--- src/rtl/call_return_ctrl.sv ---
// CALL/RET sequencer driving push/pop strobes on the hardware return stack and PC loads.
// Optional shadow depth counter and `depth` port enabled by defining CRC_SHADOW_DEPTH_EN.
module call_return_ctrl #(
    parameter int unsigned MAX_DEPTH = 128
) (
    input  logic        clock,
    input  logic        reset_n,
    input  logic        call_req,
    input  logic        ret_req,
    input  logic [15:0] pc,
    input  logic [15:0] target_addr,
    input  logic        stack_full,
    input  logic        stack_empty,
    input  logic [15:0] stack_dout,
    input  logic        fault_clr,
    output logic        stack_push,
    output logic        stack_pop,
    output logic [15:0] stack_din,
    output logic        pc_load,
    output logic [15:0] pc_next,
    output logic        busy,
    output logic        fault,
    output logic [1:0]  fault_code
`ifdef CRC_SHADOW_DEPTH_EN
    ,
    output logic [7:0]  depth
`endif
);

    typedef enum logic [2:0] {
        ST_IDLE,
        ST_CALL_PUSH,
        ST_CALL_JUMP,
        ST_RET_POP,
        ST_RET_CAPT,
        ST_RET_JUMP,
        ST_FAULT
    } state_e;

    state_e      state_q, state_d;
    logic        stack_push_q, stack_push_d;
    logic        stack_pop_q, stack_pop_d;
    logic [15:0] stack_din_q, stack_din_d;
    logic        pc_load_q, pc_load_d;
    logic [15:0] pc_next_q, pc_next_d;
    logic [15:0] target_q, target_d;
    logic        busy_q, busy_d;
    logic        fault_q, fault_d;
    logic [1:0]  fault_code_q, fault_code_d;
    logic        call_ovf, ret_udf;

`ifdef CRC_SHADOW_DEPTH_EN
    logic [7:0] depth_q, depth_d;

    assign call_ovf = stack_full  || (depth_q == 8'(MAX_DEPTH));
    assign ret_udf  = stack_empty || (depth_q == 8'd0);

    always_comb begin
        depth_d = depth_q;
        if (state_q == ST_CALL_PUSH)
            depth_d = depth_q + 8'd1;
        else if (state_q == ST_RET_POP)
            depth_d = depth_q - 8'd1;
    end

    always_ff @(posedge clock or negedge reset_n) begin
        if (!reset_n) depth_q <= '0;
        else          depth_q <= depth_d;
    end

    assign depth = depth_q;
`else
    assign call_ovf = stack_full;
    assign ret_udf  = stack_empty;
`endif

    // Outputs are decoded from the next state so every strobe comes straight off a flop.
    always_comb begin
        state_d      = state_q;
        stack_push_d = 1'b0;
        stack_pop_d  = 1'b0;
        pc_load_d    = 1'b0;
        stack_din_d  = stack_din_q;
        pc_next_d    = pc_next_q;
        target_d     = target_q;
        fault_d      = fault_q;
        fault_code_d = fault_code_q;

        case (state_q)
            ST_IDLE: begin
                if (call_req) begin
                    if (call_ovf) begin
                        state_d      = ST_FAULT;
                        fault_d      = 1'b1;
                        fault_code_d = 2'b01;
                    end else begin
                        state_d      = ST_CALL_PUSH;
                        stack_push_d = 1'b1;
                        stack_din_d  = pc + 16'd1;
                        target_d     = target_addr;
                    end
                end else if (ret_req) begin
                    if (ret_udf) begin
                        state_d      = ST_FAULT;
                        fault_d      = 1'b1;
                        fault_code_d = 2'b10;
                    end else begin
                        state_d     = ST_RET_POP;
                        stack_pop_d = 1'b1;
                    end
                end
            end
            ST_CALL_PUSH: begin
                state_d   = ST_CALL_JUMP;
                pc_load_d = 1'b1;
                pc_next_d = target_q;
            end
            ST_CALL_JUMP: state_d = ST_IDLE;
            ST_RET_POP:   state_d = ST_RET_CAPT;
            // Pop data is only valid during this cycle.
            ST_RET_CAPT: begin
                state_d   = ST_RET_JUMP;
                pc_load_d = 1'b1;
                pc_next_d = stack_dout;
            end
            ST_RET_JUMP:  state_d = ST_IDLE;
            ST_FAULT: begin
                if (fault_clr) begin
                    state_d      = ST_IDLE;
                    fault_d      = 1'b0;
                    fault_code_d = 2'b00;
                end
            end
            default:      state_d = ST_IDLE;
        endcase

        busy_d = (state_d != ST_IDLE);
    end

    always_ff @(posedge clock or negedge reset_n) begin
        if (!reset_n) begin
            state_q      <= ST_IDLE;
            stack_push_q <= 1'b0;
            stack_pop_q  <= 1'b0;
            stack_din_q  <= '0;
            pc_load_q    <= 1'b0;
            pc_next_q    <= '0;
            target_q     <= '0;
            busy_q       <= 1'b0;
            fault_q      <= 1'b0;
            fault_code_q <= '0;
        end else begin
            state_q      <= state_d;
            stack_push_q <= stack_push_d;
            stack_pop_q  <= stack_pop_d;
            stack_din_q  <= stack_din_d;
            pc_load_q    <= pc_load_d;
            pc_next_q    <= pc_next_d;
            target_q     <= target_d;
            busy_q       <= busy_d;
            fault_q      <= fault_d;
            fault_code_q <= fault_code_d;
        end
    end

    assign stack_push = stack_push_q;
    assign stack_pop  = stack_pop_q;
    assign stack_din  = stack_din_q;
    assign pc_load    = pc_load_q;
    assign pc_next    = pc_next_q;
    assign busy       = busy_q;
    assign fault      = fault_q;
    assign fault_code = fault_code_q;

endmodule

--- config.mk ---
export PLATFORM = sky130hd
export DESIGN_NAME = call_return_ctrl
export DESIGN_NICKNAME = d
export VERILOG_FILES = /design/src/rtl/call_return_ctrl.sv
export SDC_FILE = /design/constraint.sdc
export NUM_CORES = 1
export LEC_CHECK = 0
export ABC_AREA = 1
export CAP_MARGIN = 15
export CORE_UTILIZATION = 45
export CTS_CLUSTER_DIAMETER = 40
export DETAILED_ROUTE_END_ITERATION = 16
export PLACE_DENSITY_LB_ADDON = 0.1
export SYNTH_ARGS = -nofsm -noshare
export SYNTH_HDL_FRONTEND = slang
export SYNTH_SLANG_ARGS = --single-unit
--- constraint.sdc ---
create_clock -name clock -period 1.65 [get_ports clock]
set_clock_uncertainty 0.2 [all_clocks]
set_input_delay 0.33 -clock clock [delete_from_list [all_inputs] [get_ports clock]]
set_output_delay 0.33 -clock clock [all_outputs]
set_load 0.01 [all_outputs]
==> impl_metrics.json, run 1 <==
{
  "status": "finished clean",
  "max_slew_margin_pct": 74.92,
  "cts-root-buf": "clkbuf_8",
  "maxCapViolCount": 0,
  "drtIter0Drc": 105,
  "worstSkewPairLatency_ns": 0.32,
  "ys_ff_latch": 58,
  "antenna_found_initial": 0,
  "drc": 0,
  "vdd_drop_max_mv": 0.7433,
  "fin_hold_ws_ns": 0.2478,
  "htree_levels": 3,
  "wire_per_inst_um": 12.50,
  "fmax_ghz": 0.6191,
  "worstPathMaxFanout": 4,
  "ant_nets": 0,
  "min_period_ns": 1.615,
  "tritoncts": "done",
  "max-clock-path-buffers": 2,
  "cts_buffers": 9,
  "grt_pass1_wl_um": 11020,
  "end_kind": "flip-flop",
  "final.period_utilization_pct": 97.89,
  "synthFlopType": "dfrtp_1",
  "rsz0062_at_grt": "true",
  "ys_types": 24,
  "grt_usage_pct": 22.93,
  "fp.dieH_um": 79.48,
  "layout-drive-gt1-share_pct": 13.86,
  "ys_seq_area_share_pct": 53.73,
  "drt-total-wl_um": 6763,
  "die_w_um": 79.48,
  "powerDensity_mw_per_mm2": 1549,
  "worst_slew_pin_slew_ns": 0.3763,
  "synth_edf_count": 0,
  "startpoint_type": "input pin",
  "grt_pass1_vias": 2480,
  "grt_max_degree": 30,
  "nNetsFinal": 520,
  "antenna_cells": 0,
  "setup-tns-final_ns": 0,
  "syn_area_mm2": 0.002701,
  "start_util_pct": 47.88,
  "finalHoldViolations": 0,
  "async_reset_ff_share_pct": 100.0,
  "clk_pin_slew_ns": 0.06,
  "syn_inst": 337,
  "vias": 2660,
  "first_pass_iters": 7,
  "coreArea_mm2": 0.005642,
  "port_buffers": 93,
  "arrival_ns": 1.64,
  "crit_type": "in2reg",
  "place.gp.congestion": 0.8410,
  "die-area_mm2": 0.006317,
  "cts.sinks": 58,
  "syn_avg_cell_area_um2": 8.016,
  "syn_to_final_growth_pct": 52.34,
  "rows": 27,
  "viasPerCell": 4.917,
  "worstPathRequired_ns": 1.67,
  "setup_viol": 0,
  "grt-ovfl-total": 0,
  "syn_nets": 393,
  "power_leakage_nw": 2.069,
  "fin_total_pwr_mw": 6.373,
  "synth_warnings": 0,
  "slew_violations": 0,
  "hp-class": "in2async",
  "fill_cells": 456,
  "io_pins": 94,
  "dpl.hpwl_um": 5067
}
worst max-delay path, cell delays in order:
cell and delay, ns:
clkdlybuf4s50_1 0.48, ha_1 0.19, nand3_2 0.15, nor2_4 0.16, nand2_1 0.08, xor2_1 0.14
nand2_1 0.06, nand2_1 0.04
cell families (layout without fill, tap and decap cells):
kind of cell	after synthesis	count (layout)	share of synthesized area [%]
xor gates and xnor gates	7	7	2.270
buffers and inverters	33	165	5.743
and+or+nand+nor	194	194	29.37
AOI/OAI and AO/OA	44	44	8.430
DFF	58	58	53.73
adders and majority gates	1	1	0.4631
stage by stage:
| step | instances | instance area [µm²] | setup slack (ns) | utilization, % |
|---|---|---|---|---|
| after CTS | 541 | 4085 | 0.002628 | 72.41 |
| final | 541 | 4115 | 0.03482 | 72.94 |
| after global placement | 524 | 3926 | -0.3591 | 69.59 |
| after global routing | 541 | 4115 | -0.04685 | 72.94 |
| after detailed placement | 524 | 3926 | -0.4284 | 69.59 |
| after floorplan | 337 | 2701 | 0.1200 | - |
flip-flops by register name, summed over array words and instances, names as in the netlist, 2 cells and up:
signal,flops
target_q,16
fault_code,2
stack_din,16
state_q,3
pc_next,16
layer usage:
layer  track usage [%]  share of wire (%)  vias up  routed length (µm)
met5                 0                  0        -                   0
met4             8.727                1.3        0                  88
met3             5.486                4.6        8                 309
met2             37.26                 49       72                3290
met1             29.54                 45     1259                3075
li1                  -                  -     1321                   -
cell usage in the layout (no fill, tap or decap), types with 3 or more instances in the layout:
cell             synthesis  routed
nand2_1                130     129
dfrtp_1                 58      58
clkdlybuf4s50_1          0      53
dlygate4sd2_1            0      39
nor2_1                  38      32
buf_4                    1      29
o21ai_0                 24      24
inv_1                   21      19
a21oi_1                 16      16
nand3_1                 14      12
clkbuf_8                 0      10
nor2_2                   0       5
nand2_2                  3       4
xor2_1                   4       4
nand4_1                  4       4
inv_2                    1       3
xnor2_1                  3       3
clkinv_2                 0       3
buf_12                   0       3
final cells by class:
| cell class | count | area [µm²] | share of cell area [%] |
|---|---|---|---|
| Inverter | 23 | 86.33 | 2.098 |
| Timing Repair Buffer | 126 | 1165 | 28.31 |
| Clock buffer | 11 | 141.4 | 3.436 |
| Sequential cell | 58 | 1451 | 35.27 |
| Clock inverter | 5 | 53.80 | 1.307 |
| Tap cell | 72 | 90.09 | 2.189 |
| Multi-Input combinational cell | 246 | 1127 | 27.39 |
power breakdown:
part / leakage, nW / switching [mW] / internal (mW)
Combinational: 1.26 / 1.45 / 1.19
Clock: 0.103 / 0.550 / 0.733
Sequential: 0.710 / 0.348 / 2.10
synth_stat cells (2+ instances only):
cell | number | share of area (%)
nand2_1 | 130 | 18
dfrtp_1 | 58 | 54
nor2_1 | 38 | 5.3
o21ai_0 | 24 | 4.4
inv_1 | 21 | 2.9
a21oi_1 | 16 | 3.0
nand3_1 | 14 | 2.6
buf_2 | 4 | 0.74
nand4_1 | 4 | 0.93
xor2_1 | 4 | 1.3
buf_6 | 3 | 1.3
nand2_2 | 3 | 0.69
xnor2_1 | 3 | 0.97
a31oi_1 | 2 | 0.46
clkbuf_1 | 2 | 0.28
nor3_1 | 2 | 0.37
o21bai_1 | 2 | 0.56
what timing repair did:
action	CTS	global route
buffers inserted	0	0
hold endpoints to repair	12	0
gates resized for setup	40	11
setup endpoints to repair	41	29
hold buffers	1	0
pin swaps	0	0
final timing paths:
check	from	end	slack (ns)	depth (start not counted)
worst max-delay path	pc[0]	stack_din[10]$_DFFE_PN0P_	0.03	8
min in group clock	target_q[6]$_DFFE_PN0P_	target_q[6]$_DFFE_PN0P_	0.27	2
worst min-delay path	reset_n	fault$_DFFE_PN0P_	0.25	2
max in group asynchronous	reset_n	target_q[13]$_DFFE_PN0P_	0.53	3
worst min register to register	target_q[6]$_DFFE_PN0P_	target_q[6]$_DFFE_PN0P_	0.27	2
worst max register to register	state_q[1]$_DFF_PN0_	target_q[0]$_DFFE_PN0P_	0.07	6
No activity file was read; power rests on OpenSTA's default activity.
==> run 2, diff against run 1 <==
--- a/config.mk
+++ b/config.mk
@@ -11,6 +11,7 @@
 export CTS_CLUSTER_DIAMETER = 40
 export DETAILED_ROUTE_END_ITERATION = 16
 export PLACE_DENSITY_LB_ADDON = 0.1
+export REMOVE_ABC_BUFFERS = 1
 export SYNTH_ARGS = -nofsm -noshare
 export SYNTH_HDL_FRONTEND = slang
 export SYNTH_SLANG_ARGS = --single-unit
==> run 2 against run 1 <==
Net effect: die area unchanged; global-route usage increased by 0.76 points; flip-flop and latch count unchanged; sequential share of layout area decreased by 0.90 points; critical path depth decreased by 1; clock power increased by 30%; cell count increased by 0.37%; utilization increased by 2.0 points; sequential power about the same; worst setup slack got worse by 0.019 ns; register-to-register slack got worse by 0.05 ns; critical endpoint is now target_q[2]$_DFFE_PN0P_; highest routed layer unchanged.
==> impl_metrics.json, run 2 (synthesis gave the netlist of run 1 again) <==
{
  "p_comb_share_pct": 40.0,
  "final_core_util_pct": 74.92,
  "power_leakage_nw": 2.127,
  "syn_to_final_growth_pct": 56.46,
  "vias": 2692,
  "critPathMostFrequentCell": "nand2_1",
  "grt_pass1_wl_um": 11360,
  "intPower_mw": 4.428,
  "worstSkewPairLatency_ns": 0.34,
  "nNetsFinal": 522,
  "status": "finished clean",
  "arrival_ns": 1.64,
  "die-area_mm2": 0.006317,
  "grt-ovfl-total": 0,
  "fmax_ghz": 0.6121,
  "worstPathRequired_ns": 1.66,
  "layout_common_cells": "129 x nand2_1, 57 x dfrtp_1, 50 x clkdlybuf4s50_1, 40 x dlygate4sd2_1, 35 x nor2_1",
  "coreArea_mm2": 0.005642,
  "antenna_found_initial": 0,
  "fp.dieH_um": 79.48,
  "ant_nets": 0,
  "die_w_um": 79.48,
  "viasPerCell": 4.958,
  "dpl.hpwl_um": 4876,
  "end_kind": "flip-flop",
  "layout-drive-gt1-share_pct": 14.65,
  "crit_chain": "nor2_4, nand2_2, nor2_8, inv_2, buf_12, nand2_1, nand2_1",
  "p_sw_share_pct": 35.72,
  "cts_buffers": 9,
  "vdd_drop_max_mv": 0.8910,
  "rows": 27,
  "setup_viol": 0,
  "switchingPower_mw": 2.461,
  "wire_per_inst_um": 13.06,
  "crit_buf_inv": 2,
  "rsz0062_at_grt": "true",
  "io_pins": 94,
  "worst_path_max_delay_cell": "dfrtp_1",
  "min_period_ns": 1.634,
  "path_delay_family": "simple AND/OR/NAND/NOR gates",
  "cts-root-buf": "clkbuf_8",
  "startpoint_type": "flip-flop",
  "drt-total-wl_um": 7093,
  "grt_pass1_vias": 2492,
  "slew_violations": 0,
  "hp-class": "in2reg",
  "port_buffers": 93,
  "final.period_utilization_pct": 99.02,
  "grt_max_degree": 59,
  "tritoncts": "done",
  "grt_usage_pct": 23.69,
  "powerDensity_mw_per_mm2": 1630,
  "place_area_mm2": 0.003951,
  "cts.sinks": 58,
  "htree_levels": 3,
  "antenna_cells": 0,
  "start_util_pct": 47.88,
  "drc": 0,
  "worst_slew_pin_slew_ns": 0.3076,
  "power_frac_seq_pct": 35.9,
  "cpPeakStageDelay_ns": 0.45,
  "finalHoldViolations": 0,
  "place.gp.congestion": 0.9142,
  "mostFrequentLayoutCell": "nand2_1",
  "max_slew_margin_pct": 79.49,
  "crit_type": "reg2reg",
  "stdcell_area_mm2": 0.004227,
  "max-clock-path-buffers": 2,
  "clkPwrFrac_pct": 24.2,
  "drtIter0Drc": 126,
  "fin_hold_ws_ns": 0.2100,
  "first_pass_iters": 4,
  "clk_pin_slew_ns": 0.08,
  "worstPathMaxFanout": 21,
  "maxCapViolCount": 0
}
-- run 2: power groups by stage --
stage	clock (mW)	sequential, mW	combinational [mW]
floorplan	0	2.65	1.19
global placement	0	2.46	2.94
detailed placement	0	2.48	3.00
CTS	1.68	2.46	2.72
global route	1.75	2.54	3.08
finish	1.67	2.47	2.75
-- run 2: worst paths after layout --
check | endpoint | slack [ns] | start | cells past startpoint
max in group asynchronous | state_q[1]$_DFF_PN0_ | 0.65 | reset_n | 3
max | target_q[2]$_DFFE_PN0P_ | 0.02 | state_q[0]$_DFF_PN0_ | 7
max reg2reg | target_q[2]$_DFFE_PN0P_ | 0.02 | state_q[0]$_DFF_PN0_ | 7
min in group asynchronous | pc_next[3]$_DFFE_PN0P_ | 0.33 | reset_n | 3
min reg2reg | target_q[5]$_DFFE_PN0P_ | 0.27 | target_q[5]$_DFFE_PN0P_ | 2
min | stack_din[0]$_DFFE_PN0P_ | 0.21 | pc[0] | 2
-- run 2: area by class of cell --
class / instances / area [µm²]
clock buffers: 11 / 151.4
clock inverters: 5 / 100.1
fillers: 433 / 1415
inverters: 23 / 90.09
multi-input cells: 246 / 1134
flip-flops and latches: 58 / 1453
well taps: 72 / 90.09
repair buffers: 128 / 1209
-- run 2: metrics by stage --
stage	power (mW)	cells	TNS (ns)	setup WS, ns
2_1_floorplan	3.839	327	-0.1451	-0.02147
3_3_place_gp	5.400	524	-9.719	-0.3493
3_5_place_dp	5.485	524	-11.10	-0.4218
4_1_cts	6.865	541	0	0.01086
5_1_grt	7.370	543	-0.2320	-0.05181
6_report	6.888	543	0	0.01616
-- run 2: metal layers --
layer	part of all wire, %	wire length [µm]	GRT usage (%)	vias to the layer above
li1	-	-	-	1328
met1	42	2947	29.11	1275
met2	52	3711	41.37	85
met3	5.6	399	6.057	4
met4	0.49	35	5.636	0
met5	0	0	0	-
-- run 2: what timing repair did --
item,CTS,global route
setup endpoints to repair,44,31
setup buffers,0,2
gates resized for setup,44,13
hold buffers,1,0
endpoints found under the hold margin,58,0
pin swaps,1,1
